`config.mk`:
```
export PLATFORM = sky130hd
export DESIGN_NAME = regfile_op_sequencer_flat
export DESIGN_NICKNAME = d
export VERILOG_FILES = /design/src/rtl/regfile_op_sequencer_pkg.sv /design/src/rtl/regfile_op_sequencer_if.sv /design/src/rtl/regfile_op_sequencer_timeout.sv /design/src/rtl/regfile_op_sequencer.sv /design/src/flat_wrapper.sv
export SDC_FILE = /design/constraint.sdc
export NUM_CORES = 1
export LEC_CHECK = 0
export CORE_ASPECT_RATIO = 1.4
export CORE_MARGIN = 2
export CORE_UTILIZATION = 40
export CTS_BUF_LIST = sky130_fd_sc_hd__clkbuf_16
export DETAILED_ROUTE_END_ITERATION = 8
export GPL_TIMING_DRIVEN = 0
export PLACE_DENSITY = 0.8
export SYNTH_ARGS = -nofsm -noshare
export SYNTH_HDL_FRONTEND = slang
export SYNTH_HIERARCHICAL = 1
export SYNTH_SLANG_ARGS = --single-unit
```
`constraint.sdc`:
```
create_clock -name clk -period 3.35 [get_ports clk]
set_clock_uncertainty 0.1 [all_clocks]
set_input_delay 1.005 -clock clk [delete_from_list [all_inputs] [get_ports clk]]
set_output_delay 1.005 -clock clk [all_outputs]
set_load 0.005 [all_outputs]
```
`src/rtl/regfile_op_sequencer_pkg.sv`:
```
// Shared opcodes, state encoding and default widths for the register-file
// operation sequencer and its helpers.
package regfile_op_sequencer_pkg;

  localparam int DATA_W_DEF  = 8;
  localparam int ADDR_W_DEF  = 4;
  localparam int TIMEOUT_DEF = 16;

  localparam logic [2:0] OP_NOP   = 3'b000;
  localparam logic [2:0] OP_LOADI = 3'b001;
  localparam logic [2:0] OP_MOVE  = 3'b010;
  localparam logic [2:0] OP_ADD   = 3'b011;
  localparam logic [2:0] OP_SUB   = 3'b100;
  localparam logic [2:0] OP_AND   = 3'b101;
  localparam logic [2:0] OP_OR    = 3'b110;
  localparam logic [2:0] OP_XOR   = 3'b111;

  typedef enum logic [2:0] {
    ST_IDLE   = 3'd0,
    ST_READ   = 3'd1,
    ST_EXEC   = 3'd2,
    ST_WRITE  = 3'd3,
    ST_FINISH = 3'd4
  } seqState_e;

  // MOVE and every ALU opcode need a register-file read cycle
  function automatic logic needsRead(input logic [2:0] op);
    return (op >= OP_MOVE);
  endfunction

  // Opcodes from ADD upward are handed to the external ALU
  function automatic logic isAluOp(input logic [2:0] op);
    return (op >= OP_ADD);
  endfunction

endpackage

```
`src/rtl/regfile_op_sequencer_if.sv`:
```
// Bundles the command, register-file and ALU signals seen by the sequencer.
// The master modport is the sequencer; the slave modport is its environment
// (instruction source, register file and ALU).
interface regfile_op_sequencer_if
  import regfile_op_sequencer_pkg::*;
#(
  parameter int DATA_W = DATA_W_DEF,
  parameter int ADDR_W = ADDR_W_DEF
) ();

  logic              cmdValid;
  logic              cmdReady;
  logic [2:0]        cmdOp;
  logic [ADDR_W-1:0] cmdDst;
  logic [ADDR_W-1:0] cmdSrcA;
  logic [ADDR_W-1:0] cmdSrcB;
  logic [DATA_W-1:0] cmdImm;

  logic [ADDR_W-1:0] A_sel;
  logic [ADDR_W-1:0] B_sel;
  logic [DATA_W-1:0] A;
  logic [DATA_W-1:0] B;

  logic              aluStart;
  logic [2:0]        aluOp;
  logic [DATA_W-1:0] aluOpA;
  logic [DATA_W-1:0] aluOpB;
  logic              aluDone;
  logic [DATA_W-1:0] aluResult;

  logic              replaceEn;
  logic [ADDR_W-1:0] replaceSel;
  logic [DATA_W-1:0] replaceData;

  logic              opDone;
  logic              opError;

  modport master (
    input  cmdValid, cmdOp, cmdDst, cmdSrcA, cmdSrcB, cmdImm,
    input  A, B, aluDone, aluResult,
    output cmdReady, A_sel, B_sel,
    output aluStart, aluOp, aluOpA, aluOpB,
    output replaceEn, replaceSel, replaceData,
    output opDone, opError
  );

  modport slave (
    output cmdValid, cmdOp, cmdDst, cmdSrcA, cmdSrcB, cmdImm,
    output A, B, aluDone, aluResult,
    input  cmdReady, A_sel, B_sel,
    input  aluStart, aluOp, aluOpA, aluOpB,
    input  replaceEn, replaceSel, replaceData,
    input  opDone, opError
  );

endinterface

```
`src/rtl/regfile_op_sequencer_timeout.sv`:
```
// Counts EXEC cycles spent waiting for the ALU. expired_o is high in the
// cycle whose missing aluDone would make the wait reach TIMEOUT cycles.
module regfile_op_timeout #(
  parameter int TIMEOUT = 16
) (
  input  logic clk,
  input  logic rst_n,
  input  logic clear_i,
  input  logic enable_i,
  output logic expired_o
);

  localparam int CNT_W = $clog2(TIMEOUT + 1);

  logic [CNT_W-1:0] count_q;
  logic [CNT_W-1:0] count_d;

  // Clear has priority; the count saturates so it can never wrap
  always_comb begin
    count_d = count_q;
    if (clear_i) begin
      count_d = '0;
    end else if (enable_i && (count_q != CNT_W'(TIMEOUT))) begin
      count_d = count_q + CNT_W'(1);
    end
  end

  // Counter register
  always_ff @(posedge clk or negedge rst_n) begin
    if (!rst_n) begin
      count_q <= '0;
    end else begin
      count_q <= count_d;
    end
  end

  assign expired_o = (count_q == CNT_W'(TIMEOUT - 1));

endmodule

```
`src/rtl/regfile_op_sequencer.sv`:
```
// Sequences one register-file operation at a time: accepts a command, reads
// the sources, runs the external ALU when needed and writes the result back.
module regfile_op_sequencer
  import regfile_op_sequencer_pkg::*;
#(
  parameter int DATA_W  = DATA_W_DEF,
  parameter int ADDR_W  = ADDR_W_DEF,
  parameter int TIMEOUT = TIMEOUT_DEF
) (
  input logic                   clk,
  input logic                   rst_n,
  regfile_op_sequencer_if.master bus
);

  seqState_e state_q;
  seqState_e state_d;

  logic              accept;
  logic              cmdReady;
  logic              replaceEn;
  logic              opDone;
  logic              opError;

  logic [2:0]        op_q;
  logic [ADDR_W-1:0] dst_q;
  logic [ADDR_W-1:0] aSel_q;
  logic [ADDR_W-1:0] bSel_q;
  logic [DATA_W-1:0] aluOpA_q;
  logic [DATA_W-1:0] aluOpB_q;
  logic              aluStart_q;
  logic [ADDR_W-1:0] replaceSel_q;
  logic [DATA_W-1:0] replaceData_q;

  logic              toClear;
  logic              toEnable;
  logic              toExpired;

  // The wait counter only runs while EXEC is waiting on aluDone
  assign toClear  = (state_q != ST_EXEC);
  assign toEnable = (state_q == ST_EXEC) && !bus.aluDone;

  regfile_op_timeout #(
    .TIMEOUT (TIMEOUT)
  ) u_timeout (
    .clk       (clk),
    .rst_n     (rst_n),
    .clear_i   (toClear),
    .enable_i  (toEnable),
    .expired_o (toExpired)
  );

  // Next-state and strobe decode; a late aluDone beats the timeout
  always_comb begin
    state_d   = state_q;
    accept    = 1'b0;
    cmdReady  = 1'b0;
    replaceEn = 1'b0;
    opDone    = 1'b0;
    opError   = 1'b0;
    case (state_q)
      ST_IDLE: begin
        cmdReady = 1'b1;
        if (bus.cmdValid) begin
          accept = 1'b1;
          if (bus.cmdOp == OP_NOP) begin
            state_d = ST_FINISH;
          end else if (bus.cmdOp == OP_LOADI) begin
            state_d = ST_WRITE;
          end else begin
            state_d = ST_READ;
          end
        end
      end
      ST_READ: begin
        state_d = isAluOp(op_q) ? ST_EXEC : ST_WRITE;
      end
      ST_EXEC: begin
        if (bus.aluDone) begin
          state_d = ST_WRITE;
        end else if (toExpired) begin
          opError = 1'b1;
          state_d = ST_IDLE;
        end
      end
      ST_WRITE: begin
        replaceEn = 1'b1;
        opDone    = 1'b1;
        state_d   = ST_IDLE;
      end
      ST_FINISH: begin
        opDone  = 1'b1;
        state_d = ST_IDLE;
      end
      default: begin
        state_d = ST_IDLE;
      end
    endcase
  end

  // State register
  always_ff @(posedge clk or negedge rst_n) begin
    if (!rst_n) begin
      state_q <= ST_IDLE;
    end else begin
      state_q <= state_d;
    end
  end

  // Command latches, operand capture and write-back staging; the write
  // port registers are loaded on the edge entering WRITE and then hold
  always_ff @(posedge clk or negedge rst_n) begin
    if (!rst_n) begin
      op_q          <= '0;
      dst_q         <= '0;
      aSel_q        <= '0;
      bSel_q        <= '0;
      aluOpA_q      <= '0;
      aluOpB_q      <= '0;
      aluStart_q    <= 1'b0;
      replaceSel_q  <= '0;
      replaceData_q <= '0;
    end else begin
      aluStart_q <= 1'b0;
      if (accept) begin
        op_q  <= bus.cmdOp;
        dst_q <= bus.cmdDst;
        if (needsRead(bus.cmdOp)) begin
          aSel_q <= bus.cmdSrcA;
          bSel_q <= bus.cmdSrcB;
        end
        if (bus.cmdOp == OP_LOADI) begin
          replaceSel_q  <= bus.cmdDst;
          replaceData_q <= bus.cmdImm;
        end
      end
      if (state_q == ST_READ) begin
        aluOpA_q <= bus.A;
        aluOpB_q <= bus.B;
        if (isAluOp(op_q)) begin
          aluStart_q <= 1'b1;
        end else begin
          replaceSel_q  <= dst_q;
          replaceData_q <= bus.A;
        end
      end
      if ((state_q == ST_EXEC) && bus.aluDone) begin
        replaceSel_q  <= dst_q;
        replaceData_q <= bus.aluResult;
      end
    end
  end

  assign bus.cmdReady    = cmdReady;
  assign bus.A_sel       = aSel_q;
  assign bus.B_sel       = bSel_q;
  assign bus.aluStart    = aluStart_q;
  assign bus.aluOp       = op_q;
  assign bus.aluOpA      = aluOpA_q;
  assign bus.aluOpB      = aluOpB_q;
  assign bus.replaceEn   = replaceEn;
  assign bus.replaceSel  = replaceSel_q;
  assign bus.replaceData = replaceData_q;
  assign bus.opDone      = opDone;
  assign bus.opError     = opError;

endmodule

```
`src/flat_wrapper.sv`:
```
// flat-port wrapper written by rule: the top's interface ports become plain ports
module regfile_op_sequencer_flat import regfile_op_sequencer_pkg::*;
#(
  parameter int DATA_W  = DATA_W_DEF,
  parameter int ADDR_W  = ADDR_W_DEF,
  parameter int TIMEOUT = TIMEOUT_DEF
)
  (clk, rst_n, bus_cmdValid, bus_cmdOp, bus_cmdDst, bus_cmdSrcA, bus_cmdSrcB, bus_cmdImm, bus_A, bus_B, bus_aluDone, bus_aluResult, bus_cmdReady, bus_A_sel, bus_B_sel, bus_aluStart, bus_aluOp, bus_aluOpA, bus_aluOpB, bus_replaceEn, bus_replaceSel, bus_replaceData, bus_opDone, bus_opError);
  regfile_op_sequencer_if #(.DATA_W(DATA_W), .ADDR_W(ADDR_W)) bus_i ();
  input logic clk;
  input logic rst_n;
  input wire logic [$bits(bus_i.cmdValid)-1:0] bus_cmdValid;
  input wire logic [$bits(bus_i.cmdOp)-1:0] bus_cmdOp;
  input wire logic [$bits(bus_i.cmdDst)-1:0] bus_cmdDst;
  input wire logic [$bits(bus_i.cmdSrcA)-1:0] bus_cmdSrcA;
  input wire logic [$bits(bus_i.cmdSrcB)-1:0] bus_cmdSrcB;
  input wire logic [$bits(bus_i.cmdImm)-1:0] bus_cmdImm;
  input wire logic [$bits(bus_i.A)-1:0] bus_A;
  input wire logic [$bits(bus_i.B)-1:0] bus_B;
  input wire logic [$bits(bus_i.aluDone)-1:0] bus_aluDone;
  input wire logic [$bits(bus_i.aluResult)-1:0] bus_aluResult;
  output wire logic [$bits(bus_i.cmdReady)-1:0] bus_cmdReady;
  output wire logic [$bits(bus_i.A_sel)-1:0] bus_A_sel;
  output wire logic [$bits(bus_i.B_sel)-1:0] bus_B_sel;
  output wire logic [$bits(bus_i.aluStart)-1:0] bus_aluStart;
  output wire logic [$bits(bus_i.aluOp)-1:0] bus_aluOp;
  output wire logic [$bits(bus_i.aluOpA)-1:0] bus_aluOpA;
  output wire logic [$bits(bus_i.aluOpB)-1:0] bus_aluOpB;
  output wire logic [$bits(bus_i.replaceEn)-1:0] bus_replaceEn;
  output wire logic [$bits(bus_i.replaceSel)-1:0] bus_replaceSel;
  output wire logic [$bits(bus_i.replaceData)-1:0] bus_replaceData;
  output wire logic [$bits(bus_i.opDone)-1:0] bus_opDone;
  output wire logic [$bits(bus_i.opError)-1:0] bus_opError;
  assign bus_i.cmdValid = bus_cmdValid;
  assign bus_i.cmdOp = bus_cmdOp;
  assign bus_i.cmdDst = bus_cmdDst;
  assign bus_i.cmdSrcA = bus_cmdSrcA;
  assign bus_i.cmdSrcB = bus_cmdSrcB;
  assign bus_i.cmdImm = bus_cmdImm;
  assign bus_i.A = bus_A;
  assign bus_i.B = bus_B;
  assign bus_i.aluDone = bus_aluDone;
  assign bus_i.aluResult = bus_aluResult;
  assign bus_cmdReady = bus_i.cmdReady;
  assign bus_A_sel = bus_i.A_sel;
  assign bus_B_sel = bus_i.B_sel;
  assign bus_aluStart = bus_i.aluStart;
  assign bus_aluOp = bus_i.aluOp;
  assign bus_aluOpA = bus_i.aluOpA;
  assign bus_aluOpB = bus_i.aluOpB;
  assign bus_replaceEn = bus_i.replaceEn;
  assign bus_replaceSel = bus_i.replaceSel;
  assign bus_replaceData = bus_i.replaceData;
  assign bus_opDone = bus_i.opDone;
  assign bus_opError = bus_i.opError;
  regfile_op_sequencer #(.DATA_W(DATA_W), .ADDR_W(ADDR_W), .TIMEOUT(TIMEOUT)) u_core (.clk(clk), .rst_n(rst_n), .bus(bus_i));
endmodule
```
==> results.cfg <==
[logic_synthesis]
synthTopCellsByArea = dfrtp_1, mux2_2, a31oi_2
synth_nets = 251
synth-compound-area-share_pct = 11.71
synth_area_mm2 = 0.002382
syn_area_per_cell_um2 = 12.09
yosys.area_share.adder_pct = 1.576
synth.top_cell.area_share_pct = 54.62
synth_area_leader_cell = dfrtp_1
yosysSeqAreaShare_pct = 54.62
synth_mux_area_share_pct = 15.70
synth_xor_area_share_pct = 0.3676
netlist_instances = 197
synth_top_family_by_area = multiplexers
synth.distinct_cells = 39
yosys_warnings = 6
yosys_register_bits = 52
synthSimpleGateAreaFrac_pct = 12.61

[detailed_routing]
drt_wl_total_um = 5870
post_drt_wl_per_cell_um = 15.86
route.detailed.drc = 0
vias = 1874
vias_per_cell = 5.065
dr.pass1.iters = 4
ant_nets = 0
initialDrtViolationCount = 48

[global_routing]
gr-total-overflow = 0
grt_pass1_vias = 1930
grt_usage_pct = 17.70
antenna_found_initial = 0
grt_pass1_wl_um = 9397
grt_start_max_net_pins = 28

[timing]
worstMarginPinSlew_ps = 622.9
hold_viol = 0
fmax_ghz = 0.3161
tns_ps = 0
setup_viol = 0
slew_headroom_pct = 58.38
fin_crit_ps = 3163
hold_ws_ps = 405.3
rsz0062_at_grt = no
slew_violations = 0
period_share_pct = 94.43

[finish]
area_growth_pct = 51.05
fin_nets = 353
post-route-util_pct = 61.81
drive_gt1_share_pct = 22.00
n_antenna_cell = 0
final_cells = 370
finalInstanceArea_mm2 = 0.003598

[place]
port-buffer-count = 94
hpwl_um = 4439
place_inst = 362
place_congestion = 0.7726
placed_area_mm2 = 0.003426

[clocking]
ctsHoldBuffers = 0
cts_buffers = 5
cts.reportedPaths.clkPinSlew_ps = 60
cts_root_buf = clkbuf_16
cts_setup_buffers = 0
cts_tree = done
ctsResizeCount = 3
clk-insertion-delay-late_ps = 280
cts_buffer_depth = 2
clkSinkCount = 52
cts.htree.levels = 2

[status]
status = finished, final reports clean

[power_and_ir_drop]
ir_worst_vdd_v = 0.0004552
powerDensity_mw_per_mm2 = 836.1
p_leak_nw = 1.483

[job]
cap_violations = 0

[floorplanning]
pin_count = 95
dieArea_mm2 = 0.006598
core_mm2 = 0.005822
die_x_um = 69.23
row_count = 33
start_util_pct = 40.92
die_h_um = 95.31

[worst_setup_path]
arrival_ps = 2060
crit_fanout = 4
crit_required_ps = 2240
endpoint_kind = primary output
path_class = primary input to primary output
cp-start-kind = primary input

[hold_path]
hp-class = register to register
[stage by stage]
step / worst slack, ps / total power, W
2_1_floorplan: 892.7 / 0.001718
4_1_cts: 186.8 / 0.003042
6_report: 186.7 / 0.003009
3_3_place_gp: -398.7 / 0.002416
5_1_grt: 108.7 / 0.003192
3_5_place_dp: -79.57 / 0.002465
[per-layer routing]
layer | up-vias | GRT usage, % | part of all wire, %
met3 | 5 | 2.220 | 3.4
li1 | 903 | - | -
met1 | 922 | 22.62 | 42
met4 | 0 | 4.902 | 0.90
met2 | 44 | 31.73 | 54
met5 | - | 0 | 0
[power breakdown]
| part | leakage [nW] | total (W) | switching (W) | internal (W) |
|---|---|---|---|---|
| Sequential | 0.622 | 0.00107 | 0.000151 | 0.000919 |
| Combinational | 0.776 | 0.00137 | 0.000513 | 0.000859 |
| Clock | 0.0850 | 0.000566 | 0.000217 | 0.000349 |
[cell usage in the layout, fill, tap and decap left out, types with 2 or more instances in the layout]
cell	count
a21oi_1	3
a31oi_1	3
a31oi_2	10
buf_2	6
buf_6	3
clkbuf_16	5
clkdlybuf4s50_1	92
dfrtp_1	52
ha_1	3
inv_1	5
mux2_2	31
nand2_1	31
nand2b_1	2
nand4_1	2
nor2_1	13
nor2_2	2
o22ai_1	8
[cells in the mapped netlist]
cell type and count:
mux2_2 31, o31a_1 1, a21boi_1 1, o21ai_0 1, dfrtp_1 52, and2b_1 1
a21o_2 1, nor2_1 14, buf_2 5, ha_1 3, nor4b_4 1, inv_1 4
nor3_1 1, nand2_1 31, nor3b_1 1, o22ai_1 8, a31oi_2 10, or2_2 1
nor4_1 1, o21bai_1 1, buf_1 1, a31oi_1 3, nand4_1 2, a21oi_1 3
nor2b_1 1, nand4bb_1 1, nor2_2 1, clkbuf_1 1, or4b_4 1, mux2_4 1
mux2i_1 1, a221oi_1 1, o2111ai_1 1, o31ai_1 1, and3_1 1, xor2_1 1
a211oi_1 1, buf_6 3, nand2b_1 3
[critical path: stages]
cell	delay [ps]
dlygate4sd2_1	280
nand2b_4	160
nor2_2	100
clkdlybuf4s50_1	510
[worst paths after layout]
check / start / to / slack, ps / depth (start not counted)
max: bus_aluDone / bus_opError / 190 / 4
min in group asynchronous: rst_n / u_core/bus.aluOpA[3]$_DFFE_PN0P_ / 620 / 1
max in group asynchronous: rst_n / u_core/bus.aluOpB[4]$_DFFE_PN0P_ / 1970 / 2
min: u_core/dst_q[0]$_DFFE_PN0N_ / u_core/dst_q[0]$_DFFE_PN0N_ / 410 / 1
min reg2reg: u_core/dst_q[0]$_DFFE_PN0N_ / u_core/dst_q[0]$_DFFE_PN0N_ / 410 / 1
max reg2reg: u_core/state_q[0]$_DFFE_PN0P_ / u_core/bus.replaceData[2]$_DFF_PN0_ / 1110 / 6
[layout make-up]
cell class,count,area (um2)
plain buffers,10,66.31
clock buffers,5,125.1
clock inverters,3,38.79
fillers,478,2223
inverters,4,15.01
multi-input cells,131,1010
flip-flops and latches,52,1301
well taps,70,87.58
repair buffers,95,954.7
[cells by family (layout without fill, tap and decap cells)]
| kind of cell | after synthesis | in the layout |
|---|---|---|
| mux | 33 | 33 |
| simple gates | 61 | 61 |
| compound gates | 33 | 33 |
| fa+ha+maj | 3 | 3 |
| xor+xnor | 1 | 1 |
| buf+inv | 14 | 117 |
| flops | 52 | 52 |
[sequential cells by signal, indices dropped and copies added, names as in the netlist]
register                  flops
u_core/bus.replaceData        8
u_core/bus.aluOp              3
u_core/bus.replaceSel         4
u_core/bus.aluStart           1
u_core/bus.B_sel              4
u_core/bus.aluOpA             8
u_core/dst_q                  4
u_core/state_q                3
u_core/bus.aluOpB             8
u_core/bus.A_sel              4
u_core/u_timeout/count_q      5
No activity file was read; power rests on OpenSTA's default activity.
